--- config.mk ---
export PLATFORM = sky130hd
export DESIGN_NAME = vga_scaler_pipe
export DESIGN_NICKNAME = d
export VERILOG_FILES = /design/src/rtl/vga_scaler_pkg.sv /design/src/rtl/vga_delay_line.sv /design/src/rtl/vga_scaler_pipe.sv
export SDC_FILE = /design/constraint.sdc
export NUM_CORES = 1
export LEC_CHECK = 0
export ABC_AREA = 0
export ABC_CLOCK_PERIOD_IN_PS = 4600
export BUFFER_PORTS_ARGS = -buffer_cell sky130_fd_sc_hd__buf_2
export CELL_PAD_IN_SITES_DETAIL_PLACEMENT = 0
export CELL_PAD_IN_SITES_GLOBAL_PLACEMENT = 2
export CORE_ASPECT_RATIO = 1.75
export CORE_MARGIN = 4
export CORE_UTILIZATION = 30
export CTS_BUF_LIST = sky130_fd_sc_hd__clkbuf_2
export CTS_CLUSTER_DIAMETER = 120
export DETAILED_ROUTE_END_ITERATION = 6
export MAX_ROUTING_LAYER = met4
export PLACE_DENSITY_LB_ADDON = 0.1
export SYNTH_ARGS = -nofsm -noshare
export SYNTH_HDL_FRONTEND = slang
export SYNTH_SLANG_ARGS = --single-unit
--- constraint.sdc ---
create_clock -name vga_clk -period 4.6 [get_ports vga_clk]
set_input_delay 0.23 -clock vga_clk [delete_from_list [all_inputs] [get_ports vga_clk]]
set_output_delay 0.23 -clock vga_clk [all_outputs]
set_load 0.05 [all_outputs]
--- src/rtl/vga_scaler_pkg.sv ---
// Shared definitions for the framebuffer-to-VGA scaler: zoom encodings,
// RGB565 field positions and small geometry / colour-bar helpers.
package vga_scaler_pkg;

  localparam logic [1:0] SCALE_1X = 2'd0;
  localparam logic [1:0] SCALE_2X = 2'd1;
  localparam logic [1:0] SCALE_4X = 2'd2;

  // MSB position of each channel inside an RGB565 word
  localparam int RGB565_R_MSB = 15;
  localparam int RGB565_G_MSB = 10;
  localparam int RGB565_B_MSB = 4;

  // Zoom select to shift amount; the unused code 3 falls back to 2x
  function automatic logic [1:0] sel_to_shift(input logic [1:0] sel);
    case (sel)
      SCALE_1X: return 2'd0;
      SCALE_4X: return 2'd2;
      default:  return 2'd1;
    endcase
  endfunction

  // Centring offset; an image larger than the display is pinned to the origin
  function automatic logic [11:0] win_origin(input logic [11:0] dst,
                                             input logic [11:0] scaled);
    return (scaled <= dst) ? ((dst - scaled) >> 1) : 12'd0;
  endfunction

  // Colour-bar index: eight 128-pixel bars, bits map to {R,G,B} enables
  function automatic logic [2:0] color_bar_idx(input logic [9:0] x);
    return x[9:7];
  endfunction

endpackage

--- src/rtl/vga_delay_line.sv ---
// Fixed-depth shift register used to align syncs and pixel flags with the
// framebuffer read latency.
module vga_delay_line #(
  parameter int               WIDTH   = 1,
  parameter int               DEPTH   = 2,
  parameter logic [WIDTH-1:0] RST_VAL = '0
) (
  input  logic             vga_clk,
  input  logic             rst_n,
  input  logic [WIDTH-1:0] din,
  output logic [WIDTH-1:0] dout
);

  logic [WIDTH-1:0] stage [DEPTH];

  // Shift one stage per pixel clock, all stages forced to RST_VAL in reset
  always_ff @(posedge vga_clk) begin
    if (!rst_n) begin
      for (int i = 0; i < DEPTH; i++) stage[i] <= RST_VAL;
    end else begin
      stage[0] <= din;
      for (int i = 1; i < DEPTH; i++) stage[i] <= stage[i-1];
    end
  end

  assign dout = stage[DEPTH-1];

endmodule

--- src/rtl/vga_scaler_pipe.sv ---
// Framebuffer-to-VGA scaler: integer zoom address generation without a
// multiplier, centred image window with border colour, RGB565 to OUT_W-bit
// conversion, colour-bar test mode and latency-matched syncs.
module vga_scaler_pipe #(
  parameter int SRC_W  = 320,
  parameter int SRC_H  = 240,
  parameter int DST_W  = 640,
  parameter int DST_H  = 480,
  parameter int ADDR_W = 17,
  parameter int OUT_W  = 3,
  parameter int RD_LAT = 1
) (
  input  logic                 vga_clk,
  input  logic                 rst_n,
  input  logic [9:0]           x_pixel,
  input  logic [9:0]           y_pixel,
  input  logic                 data_enable,
  input  logic                 VGAHS_in,
  input  logic                 VGAVS_in,
  input  logic [1:0]           scale_sel,
  input  logic                 test_mode,
  input  logic [3*OUT_W-1:0]   border_color,
  output logic                 fb_rd_en,
  output logic [ADDR_W-1:0]    fb_rd_addr,
  input  logic [15:0]          fb_pixel,
  output logic [OUT_W-1:0]     VGA_R,
  output logic [OUT_W-1:0]     VGA_G,
  output logic [OUT_W-1:0]     VGA_B,
  output logic                 VGAHS,
  output logic                 VGAVS,
  output logic                 frame_start
);

  import vga_scaler_pkg::*;

  logic [1:0]        scale_s;
  logic              vs_prev, de_prev;
  logic              vs_fall, de_fall;
  logic [ADDR_W-1:0] row_base;
  logic [1:0]        sub_row;
  logic [1:0]        sub_last;
  logic              row_hit;
  logic [11:0]       sw, sh, x0, y0, xp, yp, x_off, y_off;
  logic              in_win, rd_fire;
  logic [ADDR_W-1:0] rd_addr_next;
  logic [1:0]        sync_q;
  logic              de_d;
  logic [4:0]        flags_d;
  logic              win_d, test_d;
  logic [2:0]        bar_d;
  logic              unused_fb_bits;

  assign vs_fall = vs_prev & ~VGAVS_in;
  assign de_fall = de_prev & ~data_enable;

  // Window geometry for the latched zoom and the in-window test for this pixel
  always_comb begin
    sw       = 12'(SRC_W) << scale_s;
    sh       = 12'(SRC_H) << scale_s;
    x0       = win_origin(12'(DST_W), sw);
    y0       = win_origin(12'(DST_H), sh);
    xp       = {2'b00, x_pixel};
    yp       = {2'b00, y_pixel};
    x_off    = xp - x0;
    y_off    = yp - y0;
    in_win   = data_enable
             && (xp >= x0) && (x_off < sw) && (xp < 12'(DST_W))
             && (yp >= y0) && (y_off < sh) && (yp < 12'(DST_H));
    rd_fire  = in_win & ~test_mode;
    sub_last = 2'((3'd1 << scale_s) - 3'd1);
    rd_addr_next = row_base + ADDR_W'(x_off >> scale_s);
  end

  // Scale latch, frame pulse, row/sub-row tracking and the registered read port
  always_ff @(posedge vga_clk) begin
    if (!rst_n) begin
      vs_prev     <= 1'b1;
      de_prev     <= 1'b0;
      scale_s     <= sel_to_shift(scale_sel);
      frame_start <= 1'b0;
      row_base    <= '0;
      sub_row     <= '0;
      row_hit     <= 1'b0;
      fb_rd_en    <= 1'b0;
      fb_rd_addr  <= '0;
    end else begin
      vs_prev     <= VGAVS_in;
      de_prev     <= data_enable;
      frame_start <= vs_fall;
      if (vs_fall) scale_s <= sel_to_shift(scale_sel);

      // The vertical reset takes priority over a line ending in the same cycle
      if (vs_fall) begin
        row_base <= '0;
        sub_row  <= '0;
        row_hit  <= 1'b0;
      end else if (de_fall) begin
        row_hit <= 1'b0;
        if (row_hit) begin
          if (sub_row == sub_last) begin
            sub_row  <= '0;
            row_base <= row_base + ADDR_W'(SRC_W);
          end else begin
            sub_row <= sub_row + 2'd1;
          end
        end
      end else if (in_win) begin
        row_hit <= 1'b1;
      end

      fb_rd_en <= rd_fire;
      if (rd_fire) fb_rd_addr <= rd_addr_next;
    end
  end

  // Syncs need the full latency; the output register below adds the last stage for DE/flags
  vga_delay_line #(.WIDTH(2), .DEPTH(RD_LAT + 2), .RST_VAL(2'b11)) u_sync_dl (
    .vga_clk (vga_clk),
    .rst_n   (rst_n),
    .din     ({VGAHS_in, VGAVS_in}),
    .dout    (sync_q)
  );

  vga_delay_line #(.WIDTH(1), .DEPTH(RD_LAT + 1), .RST_VAL(1'b0)) u_de_dl (
    .vga_clk (vga_clk),
    .rst_n   (rst_n),
    .din     (data_enable),
    .dout    (de_d)
  );

  vga_delay_line #(.WIDTH(5), .DEPTH(RD_LAT + 1), .RST_VAL(5'b0)) u_flag_dl (
    .vga_clk (vga_clk),
    .rst_n   (rst_n),
    .din     ({in_win, test_mode, color_bar_idx(x_pixel)}),
    .dout    (flags_d)
  );

  assign VGAHS  = sync_q[1];
  assign VGAVS  = sync_q[0];
  assign win_d  = flags_d[4];
  assign test_d = flags_d[3];
  assign bar_d  = flags_d[2:0];

  // Only the top OUT_W bits of each channel reach the DAC
  assign unused_fb_bits = ^fb_pixel;

  // Output colour mux: blanking, colour bars, framebuffer pixel or border
  always_ff @(posedge vga_clk) begin
    if (!rst_n || !de_d) begin
      VGA_R <= '0;
      VGA_G <= '0;
      VGA_B <= '0;
    end else if (test_d) begin
      VGA_R <= {OUT_W{bar_d[2]}};
      VGA_G <= {OUT_W{bar_d[1]}};
      VGA_B <= {OUT_W{bar_d[0]}};
    end else if (win_d) begin
      VGA_R <= fb_pixel[RGB565_R_MSB -: OUT_W];
      VGA_G <= fb_pixel[RGB565_G_MSB -: OUT_W];
      VGA_B <= fb_pixel[RGB565_B_MSB -: OUT_W];
    end else begin
      VGA_R <= border_color[3*OUT_W-1 -: OUT_W];
      VGA_G <= border_color[2*OUT_W-1 -: OUT_W];
      VGA_B <= border_color[OUT_W-1:0];
    end
  end

endmodule

# Word-level counts from Yosys, hierarchy flattened
# Memories as Yosys holds them, arrays and structs flattened.
# Index checks and enable logic that the tools add are counted.
[word_totals]
regBits = 52
ramBits = 18
input_bits = 53
output_inout_bits = 30
word_cells = 87
mem_count = 3
[op_classes]
n_addsub = 8
n_lt_le_gt_ge = 8
eq_ne = 3
shift = 4
mux = 21
bitwise = 14
reduce_logical = 14
[mem_list]
columns = ["memory", "words", "word_bits", "rd", "rd_ports_with_merged_regs", "write_ports", "line_no", "text"]
rows = [
  ["u_flag_dl.stage", 2, 5, 2, 0, 2, "vga_delay_line.sv:14", "logic [WIDTH-1:0] stage [DEPTH];"],
  ["u_sync_dl.stage", 3, 2, 3, 0, 3, "vga_delay_line.sv:14", ""],
  ["u_de_dl.stage", 2, 1, 2, 0, 2, "vga_delay_line.sv:14", ""],
]
[op_table]
columns = ["op", "n"]
rows = [
  ["$lt 12x12->1", 2],
  ["$sub 10x11->12", 2],
  ["$ge 10x11->1", 2],
  ["$mux 11", 2],
  ["$mux 3", 6],
  ["$add 17x17->17", 1],
  ["$add 17x9->17 const B", 1],
  ["$shr 12x2->17", 1],
  ["$le 12x10->1 const B", 1],
  ["$le 12x9->1 const B", 1],
  ["$mux 2", 6],
  ["$shl 8x2->12 const A", 1],
  ["$shl 9x2->12 const A", 1],
  ["$sub 10x12->12 const A", 1],
  ["$sub 9x12->12 const A", 1],
  ["$lt 10x10->1 const B", 1],
  ["$lt 10x9->1 const B", 1],
  ["$mux 5", 2],
  ["$or 1x1->1", 7],
  ["$logic_and 1x1->1", 6],
  ["$mux 1", 4],
  ["$not 1->1", 4],
  ["$pmux 2 s2", 1],
  ["$and 1x1->1", 3],
  ["other kinds (13)", 14],
]

# Logic depth before layout (Yosys ltp)
# Gate-level depths: netlist of run 1.
[depth]
depth_word = 11
depth_mapped = 19
ltp_nobuf = 18

# Cells and area by module
# A second synthesis of run 1 with hierarchy kept.
[hier_totals]
hier_cells = 415
hier_area_um2 = 3693.5
[modules_own_cells]
columns = ["mod", "n_inst", "cells_each", "area_each_um2", "seq_area_each_um2"]
rows = [
  ["vga_scaler_pipe", 1, 372, 3168.0, 940.9],
  ["vga_delay_line (u_flag_dl)", 1, 25, 300.3, 200.2],
  ["vga_delay_line (u_sync_dl)", 1, 14, 172.7, 120.1],
  ["vga_delay_line (u_de_dl)", 1, 4, 52.6, 40.0],
]

# Worst setup path before layout of run 1
# No wires, ideal clock.
[synth_path]
kind = "flip-flop to flip-flop"
from = "register scale_s[0]"
to = "register fb_rd_addr[14]"
setup_time_ns = 0.116
arrival_ns = 4.629
required_time_ns = 4.484
setup_slack_ns = -0.145
stages_incl_launch_ff = 19
n_path_buf = 1
period_less_slack_ns = 4.745
path_cell_list = "edfxtp_1 > clkbuf_1 > nand2_1 > ha_1 > or2_2 > ha_1 > a221oi_1 > o21ai_0 > nor2_1 > nor2_1 > mux4_2 > ha_1 > fa_1 > a211oi_1 > o21bai_1 > a21oi_1 > nor2_1 > xor2_1 > a31o_2"
[synth_between]
elab_chain_len = 11
elab_cells_between_ends = 23
cone_classes = "5 x add/sub; 6 x order compare; 3 x shift; 2 x mux; 1 x bitwise; 6 x reduce/logical"
[synth_lines]
columns = ["element", "line_no", "text"]
rows = [
  ["start: declaration", "vga_scaler_pipe.sv:36", "logic [1:0] scale_s;"],
  ["start signal: assignment", "vga_scaler_pipe.sv:79", "scale_s <= sel_to_shift(scale_sel);"],
  ["start signal: assignment", "vga_scaler_pipe.sv:90", "if (vs_fall) scale_s <= sel_to_shift(scale_sel);"],
  ["$shl 9x2->12", "vga_scaler_pipe.sv:58", "sw = 12'(SRC_W) << scale_s;"],
  ["$sub 10x12->12 / $le 12x10->1 (equally long branches)", "vga_scaler_pkg.sv:26", "return (scaled <= dst) ? ((dst - scaled) >> 1) : 12'd0;"],
  ["$mux 11", "vga_scaler_pkg.sv:26", ""],
  ["$sub 10x11->12 / $ge 10x11->1 (equally long branches)", "vga_scaler_pipe.sv:64, vga_scaler_pipe.sv:67", ""],
  ["$lt 12x12->1 / $logic_and 1x1->1 (equally long branches)", "vga_scaler_pipe.sv:67", "&& (xp >= x0) && (x_off < sw) && (xp < 12'(DST_W))"],
  ["$logic_and 1x1->1 (2 in series)", "vga_scaler_pipe.sv:67", ""],
  ["$logic_and 1x1->1 (3 in series)", "vga_scaler_pipe.sv:68", "&& (yp >= y0) && (y_off < sh) && (yp < 12'(DST_H));"],
  ["$and 1x1->1", "vga_scaler_pipe.sv:69", "rd_fire = in_win & ~test_mode;"],
  ["end signal: assignment", "vga_scaler_pipe.sv:112", "if (rd_fire) fb_rd_addr <= rd_addr_next;"],
  ["end: declaration", "vga_scaler_pipe.sv:24", "output logic [ADDR_W-1:0] fb_rd_addr,"],
]
# Parallel ways exist; a longest one is shown, timed or not.
# A chain may end at the register's enable or synchronous reset.

# Final worst setup path of run 1
[layout_path]
from = "register scale_s[0]"
to = "register fb_rd_addr[16]"
# Same word-level chain as after synthesis.

==> flow_summary.json, run 1 <==
{
  "status": "finished clean",
  "grt_pass1_wl_um": 16300,
  "cts_buffers": 9,
  "wl_per_cell_um": 15.0,
  "max-slew-margin-rel_pct": 52.9,
  "fin_area_um2": 4620,
  "finalHoldViolations": 0,
  "ys_warn_count": 0,
  "synthesis.area_um2": 3710,
  "cp.arrival_ps": 4770,
  "ys_types": 68,
  "drv_cap": 0,
  "p_leak_nw": 1.98,
  "fillers": 1324,
  "clkTransAtPathRegs_ps": 190,
  "finalSetupViolCount": 0,
  "dp_hpwl_um": 8320,
  "final.period_utilization_pct": 94.8,
  "multi_input_area_um2": 2340,
  "drive_above_1_share_pct": 28.3,
  "async_reset_ff_share_pct": 0,
  "hold_slack_ps": 53.2,
  "vias_per_cell": 4.81,
  "ioPinCount": 83,
  "fin_crit_ps": 4360,
  "synth.largest_area_cell": "dfxtp_1",
  "synth_flop_cell": "dfxtp_1",
  "coreArea_um2": 12100,
  "clkLatencyLatePin_ps": 490,
  "track_usage_pct": 15.0,
  "register_area_um2": 1260,
  "nNetsFinal": 597,
  "overflow": 0,
  "synth_commonest_cells": "60 x dfxtp_1, 33 x ha_1, 32 x nor2_1",
  "crit_fanout": 4,
  "irDropWorstVdd_v": 0.0000868,
  "required_ps": 5010,
  "routed_wl_um": 10200,
  "synth_edf_count": 2,
  "ys_seq_area_share_pct": 34.0,
  "endpoint_kind": "flop",
  "crit_type": "flop to flop",
  "clock-sinks": 62,
  "port-buffer-count": 72,
  "pre_cts_ws_ps": -51.2,
  "ys_seq_elements": 62,
  "rsz0062_at_grt": "false",
  "fp.dieArea_um2": 14300,
  "vias": 3274,
  "syn2layout_area_growth_pct": 24.7,
  "powerDensity_nw_per_um2": 285,
  "first_pass_iters": 4,
  "root_buffer": "clkbuf_2",
  "cts_tree": "done",
  "hold_path.class": "input port to flop",
  "finalMaxSlewViolations": 0,
  "synth_most_common_cell": "dfxtp_1",
  "drcViolationCount": 0,
  "drtAntennaViolNets": 0,
  "grt_pass1_vias": 3237,
  "fmax_mhz": 229,
  "start_util_pct": 30.7,
  "cts_buffer_depth": 2,
  "finClkSkew_ps": 20.4,
  "antenna_found_initial": 1,
  "syn_inst": 411,
  "rows": 53,
  "yosys-top-cells-area": "dfxtp_1 32%, ha_1 11%, xnor2_1 3.8%, o21ai_0 3.5%, nor2_1 3.2%",
  "placed_cell_area_um2": 4360,
  "gp_routability_congestion": 0.808,
  "p_total_mw": 1.32,
  "h-tree-depth": 3,
  "die_h_um": 155,
  "first_iter_violations": 147,
  "synth.top_cell.area_share_pct": 32.4,
  "postSynthAreaPerCell_um2": 9.02,
  "die_w_um": 92.0,
  "worst_pin_slew_ps": 707,
  "timing.final.ws_setup_ps": 239,
  "grt_max_degree": 46,
  "cp-start-kind": "flop"
}
sequential cells by signal, summed over array words and instances, names as in the netlist:
register         cells
fb_rd_en             1
VGA_B                3
u_de_dl.stage        2
VGA_G                3
fb_rd_addr          17
u_sync_dl.stage      6
VGA_R                3
sub_row              2
u_flag_dl.stage     10
row_hit              1
row_base            11
frame_start          1
scale_s              2
worst max-delay path, cell delays in order, from the launching register on:
cell	delay [ps]
edfxtp_1	510
nor2_4	150
inv_2	40
ha_1	310
or2_2	300
ha_1	310
a221oi_2	320
o21ai_1	130
nor2_1	100
nor2_1	60
mux4_2	480
ha_1	230
fa_2	360
a211oi_2	210
o21bai_1	110
a21oi_2	170
nor2_1	70
xnor2_1	150
a311oi_1	250
layout make-up:
| type | count | area share (%) |
|---|---|---|
| Clock buffer | 9 | 0.974 |
| Tap cell | 165 | 4.47 |
| Timing Repair Buffer | 103 | 13.4 |
| Clock inverter | 7 | 1.89 |
| Sequential cell | 62 | 27.3 |
| Multi-Input combinational cell | 317 | 50.5 |
| Antenna cell | 1 | 0.0541 |
| Inverter | 17 | 1.43 |
repair_timing:
item                                    4_1_cts  5_1_grt
cloned                                        0        0
endpoints found under the hold margin        11        0
setup buffers                                 0        1
gates resized for setup                       2        3
endpoints found under the setup margin        3        9
hold buffers                                 10        0
pin swaps                                     0        5
worst paths after layout:
check / cells after the start / slack, ps / from / to
hold / removal: 3 / 50 / fb_pixel[2] / VGA_B[0]$_SDFF_PP0_
setup / recovery: 18 / 240 / scale_s[0]$_DFFE_PP_ / fb_rd_addr[16]$_SDFFE_PN0P_
setup reg to reg: 18 / 240 / scale_s[0]$_DFFE_PP_ / fb_rd_addr[16]$_SDFFE_PN0P_
hold reg to reg: 1 / 430 / u_sync_dl.stage[0][3]$_SDFF_PN1_ / u_sync_dl.stage[0][5]$_SDFF_PN1_
power by group:
| group | switching (mW) | internal, mW |
|---|---|---|
| clock network | 0.207 | 0.177 |
| logic | 0.207 | 0.172 |
| registers | 0.00547 | 0.551 |
cells by family after synthesis:
| family | count (synthesis) | share of synthesized area (%) |
|---|---|---|
| adder cells (fa/ha/maj) | 34 | 11.7 |
| buffers and inverters | 34 | 3.78 |
| other | 1 | 0.101 |
| XOR/XNOR | 25 | 5.91 |
| flip-flops | 62 | 34.0 |
| multiplexers | 20 | 7.16 |
| AO/OA/AOI/OAI | 96 | 17.1 |
| AND/OR/NAND/NOR | 139 | 20.3 |
per-stage QoR:
stage / std cells / utilization, % / TNS (ps)
after floorplan: 413 / - / 0
after global placement: 653 / 36.2 / 0
after detailed placement: 653 / 36.2 / -66.0
after CTS: 679 / 38.2 / 0
after global routing: 681 / 38.3 / 0
final: 681 / 38.3 / 0
per-layer routing:
layer	track usage (%)	share of wire (%)	vias up	wire length [µm]
met2	28.3	55	70	5640
met4	5.88	2.5	0	252
li1	-	-	1682	-
met1	15.2	39	1508	3950
met5	-	0	-	0
met3	2.56	3.6	14	368
layout by cell type (no fill, tap or decap), types with 6 or more instances in the layout:
cell type / Yosys / routed
o211ai_1: 6 / 6
nand2b_1: 8 / 8
mux2i_1: 6 / 6
nor2_1: 32 / 32
mux2_2: 9 / 9
o21ai_0: 26 / 24
o21a_1: 15 / 15
nand2_1: 25 / 25
xor2_1: 9 / 9
buf_2: 1 / 72
inv_1: 14 / 14
and2_1: 11 / 11
buf_4: 0 / 21
nand3_1: 10 / 10
nand4_1: 16 / 16
dlygate4sd3_1: 0 / 10
dfxtp_1: 60 / 60
ha_1: 33 / 33
clkbuf_2: 1 / 9
a21oi_1: 23 / 22
xnor2_1: 16 / 16
No activity file was read; power rests on OpenSTA's default activity.
==> run 2, diff against run 1 <==
CELL_PAD_IN_SITES_DETAIL_PLACEMENT = default   (was 0)
CELL_PAD_IN_SITES_GLOBAL_PLACEMENT = default   (was 2)
CORE_UTILIZATION = 51   (was 30)
PLACE_DENSITY = 0.79   (was default)
PLACE_DENSITY_LB_ADDON = default   (was 0.1)
==> run 2 against run 1 <==
  * Critical path depth is 1 lower
  * Via count is 2.5% higher
  * Final cell count is 12% lower
  * Flip-flop and latch count stayed put
  * Highest routed layer unchanged
  * Largest cell class unchanged
==> flow_summary.json, run 2 (synthesis results as in run 1) <==
{
  "rows": 40,
  "powerDensity_nw_per_um2": 285,
  "drcViolationCount": 0,
  "irDropWorstVdd_v": 0.000156,
  "drtAntennaViolNets": 0,
  "fin_crit_ps": 4340,
  "first_pass_iters": 4,
  "p_sw_share_pct": 30.7,
  "grt_max_degree": 46,
  "overflow": 0,
  "syn2layout_area_growth_pct": 22.2,
  "cp-start-kind": "flop",
  "timing.final.ws_setup_ps": 258,
  "rsz0062_at_grt": "false",
  "cp.arrival_ps": 4720,
  "finClkSkew_ps": 24.2,
  "routed_wl_um": 8910,
  "port-buffer-count": 72,
  "final.period_utilization_pct": 94.4,
  "gp_routability_congestion": 0.924,
  "pwr-share-comb_pct": 28.6,
  "max-slew-margin-rel_pct": 54.0,
  "die_w_um": 72.5,
  "critPathLaunch": "scale_s[0]$_DFFE_PP_",
  "reg2reg_slack_ps": 260,
  "ioPinCount": 83,
  "finalSetupViolCount": 0,
  "wl_per_cell_um": 14.9,
  "reg_top3": "fb_rd_addr (17), row_base (11), u_flag_dl.stage (10)",
  "clock_power_share_pct": 28.4,
  "largest_reg_flops": 17,
  "largest_register": "fb_rd_addr",
  "status": "finished clean",
  "reg2reg_to": "fb_rd_addr[16]$_SDFFE_PN0P_",
  "die_h_um": 121,
  "clkLatencyLatePin_ps": 470,
  "cts_buffer_depth": 2,
  "finalMaxSlewViolations": 0,
  "required_ps": 4970,
  "pre_cts_ws_ps": 47.0,
  "mostFrequentLayoutCells": "72 x buf_2, 60 x dfxtp_1, 32 x nor2_1, 31 x ha_1",
  "finalHoldViolations": 0,
  "clkTransAtPathRegs_ps": 170,
  "h-tree-depth": 3,
  "crit_fanout": 3,
  "root_buffer": "clkbuf_2",
  "switchingPower_uw": 396,
  "antenna_found_initial": 1,
  "hold_path.class": "input port to flop",
  "cts_buffers": 9,
  "final_common_cell": "buf_2",
  "fp.dieArea_um2": 8750,
  "first_iter_violations": 126,
  "finalSetupTns_ps": 0,
  "crit_type": "flop to flop",
  "grt_pass1_vias": 3326,
  "coreArea_um2": 6960,
  "vias": 3355,
  "nNetsFinal": 595,
  "endpoint_kind": "flop",
  "p_leak_nw": 1.97,
  "hold_slack_ps": 75.0,
  "clock-sinks": 62,
  "drv_cap": 0,
  "cts_tree": "done",
  "worst_pin_slew_ps": 690,
  "p_total_mw": 1.29,
  "drive_above_1_share_pct": 28.1,
  "start_util_pct": 53.3,
  "utilization_pct": 65.1,
  "track_usage_pct": 21.5,
  "reg2reg_from": "scale_s[0]$_DFFE_PP_",
  "r2r_cells": 17,
  "intPower_uw": 897,
  "pwr-share-seq_pct": 43.0,
  "grt_pass1_wl_um": 14400,
  "vias_per_cell": 5.62,
  "cp-endpoint": "fb_rd_addr[16]$_SDFFE_PN0P_",
  "dp_hpwl_um": 7070,
  "fmax_mhz": 230
}
run 2: cell type report:
cell class	count	area [µm²]
diodes	1	2.50
clock buffers	9	45.0
clock inverters	6	86.3
fillers	612	2430
inverters	17	66.3
multi-input cells	317	2360
flip-flops and latches	62	1260
well taps	84	105
repair buffers	101	606
run 2: layer usage:
| metal | up-vias | wire, µm | part of all wire (%) | GRT usage, % |
|---|---|---|---|---|
| met5 | - | 0 | 0 | - |
| met4 | 0 | 361 | 4.1 | 11.2 |
| met3 | 27 | 438 | 4.9 | 4.08 |
| met2 | 102 | 4850 | 54 | 40.0 |
| met1 | 1560 | 3260 | 37 | 20.2 |
| li1 | 1666 | - | - | - |
run 2: repair_timing:
action	4_1_cts	5_1_grt
endpoints found under the setup margin	1	3
hold endpoints to repair	10	2
pin swaps	0	4
hold buffers	8	3
buffers inserted	0	3
gates resized for setup	1	5
run 2: how the worst min path moves through the flow:
stage | from | to | slack (ps) | cells past startpoint
final | border_color[7] | VGA_R[1]$_SDFF_PP0_ | 80 | 3
after global routing | fb_pixel[14] | VGA_R[1]$_SDFF_PP0_ | 8 | 3
after CTS | scale_sel[1] | scale_s[1]$_DFFE_PP_ | 20 | 2
after detailed placement | u_sync_dl.stage[0][1]$_SDFF_PN1_ | u_sync_dl.stage[0][3]$_SDFF_PN1_ | 400 | 1
after global placement | u_sync_dl.stage[0][2]$_SDFF_PN1_ | u_sync_dl.stage[0][4]$_SDFF_PN1_ | 400 | 1
after floorplan | test_mode | fb_rd_en$_SDFF_PN0_ | 310 | 1
run 2: through the flow:
stage	area [µm²]	cells
6_report	4530	597
5_1_grt	4530	597
4_1_cts	4440	590
3_5_place_dp	4230	567
3_3_place_gp	4230	567
2_1_floorplan	3720	413
run 2: power by group through the flow:
| stage | logic (mW) | clock network [mW] | registers [mW] |
|---|---|---|---|
| after global routing | 0.415 | 0.405 | 0.557 |
| after floorplan | 0.240 | 0 | 0.575 |
| after global placement | 0.343 | 0 | 0.567 |
| after CTS | 0.359 | 0.377 | 0.556 |
| final | 0.370 | 0.367 | 0.556 |
| after detailed placement | 0.352 | 0 | 0.567 |
run 2: critical path: stages (launching register included):
cell and delay (ps):
edfxtp_1 490, nor2_4 160, inv_2 50, ha_1 280, or2_2 330, ha_4 240, a221oi_2 300, buf_4 180
xnor2_1 70, mux4_2 520, ha_1 230, fa_1 400, a211oi_2 240, o21bai_1 110, a21oi_2 170, nor2_1 70
xnor2_1 140, a311oi_1 250
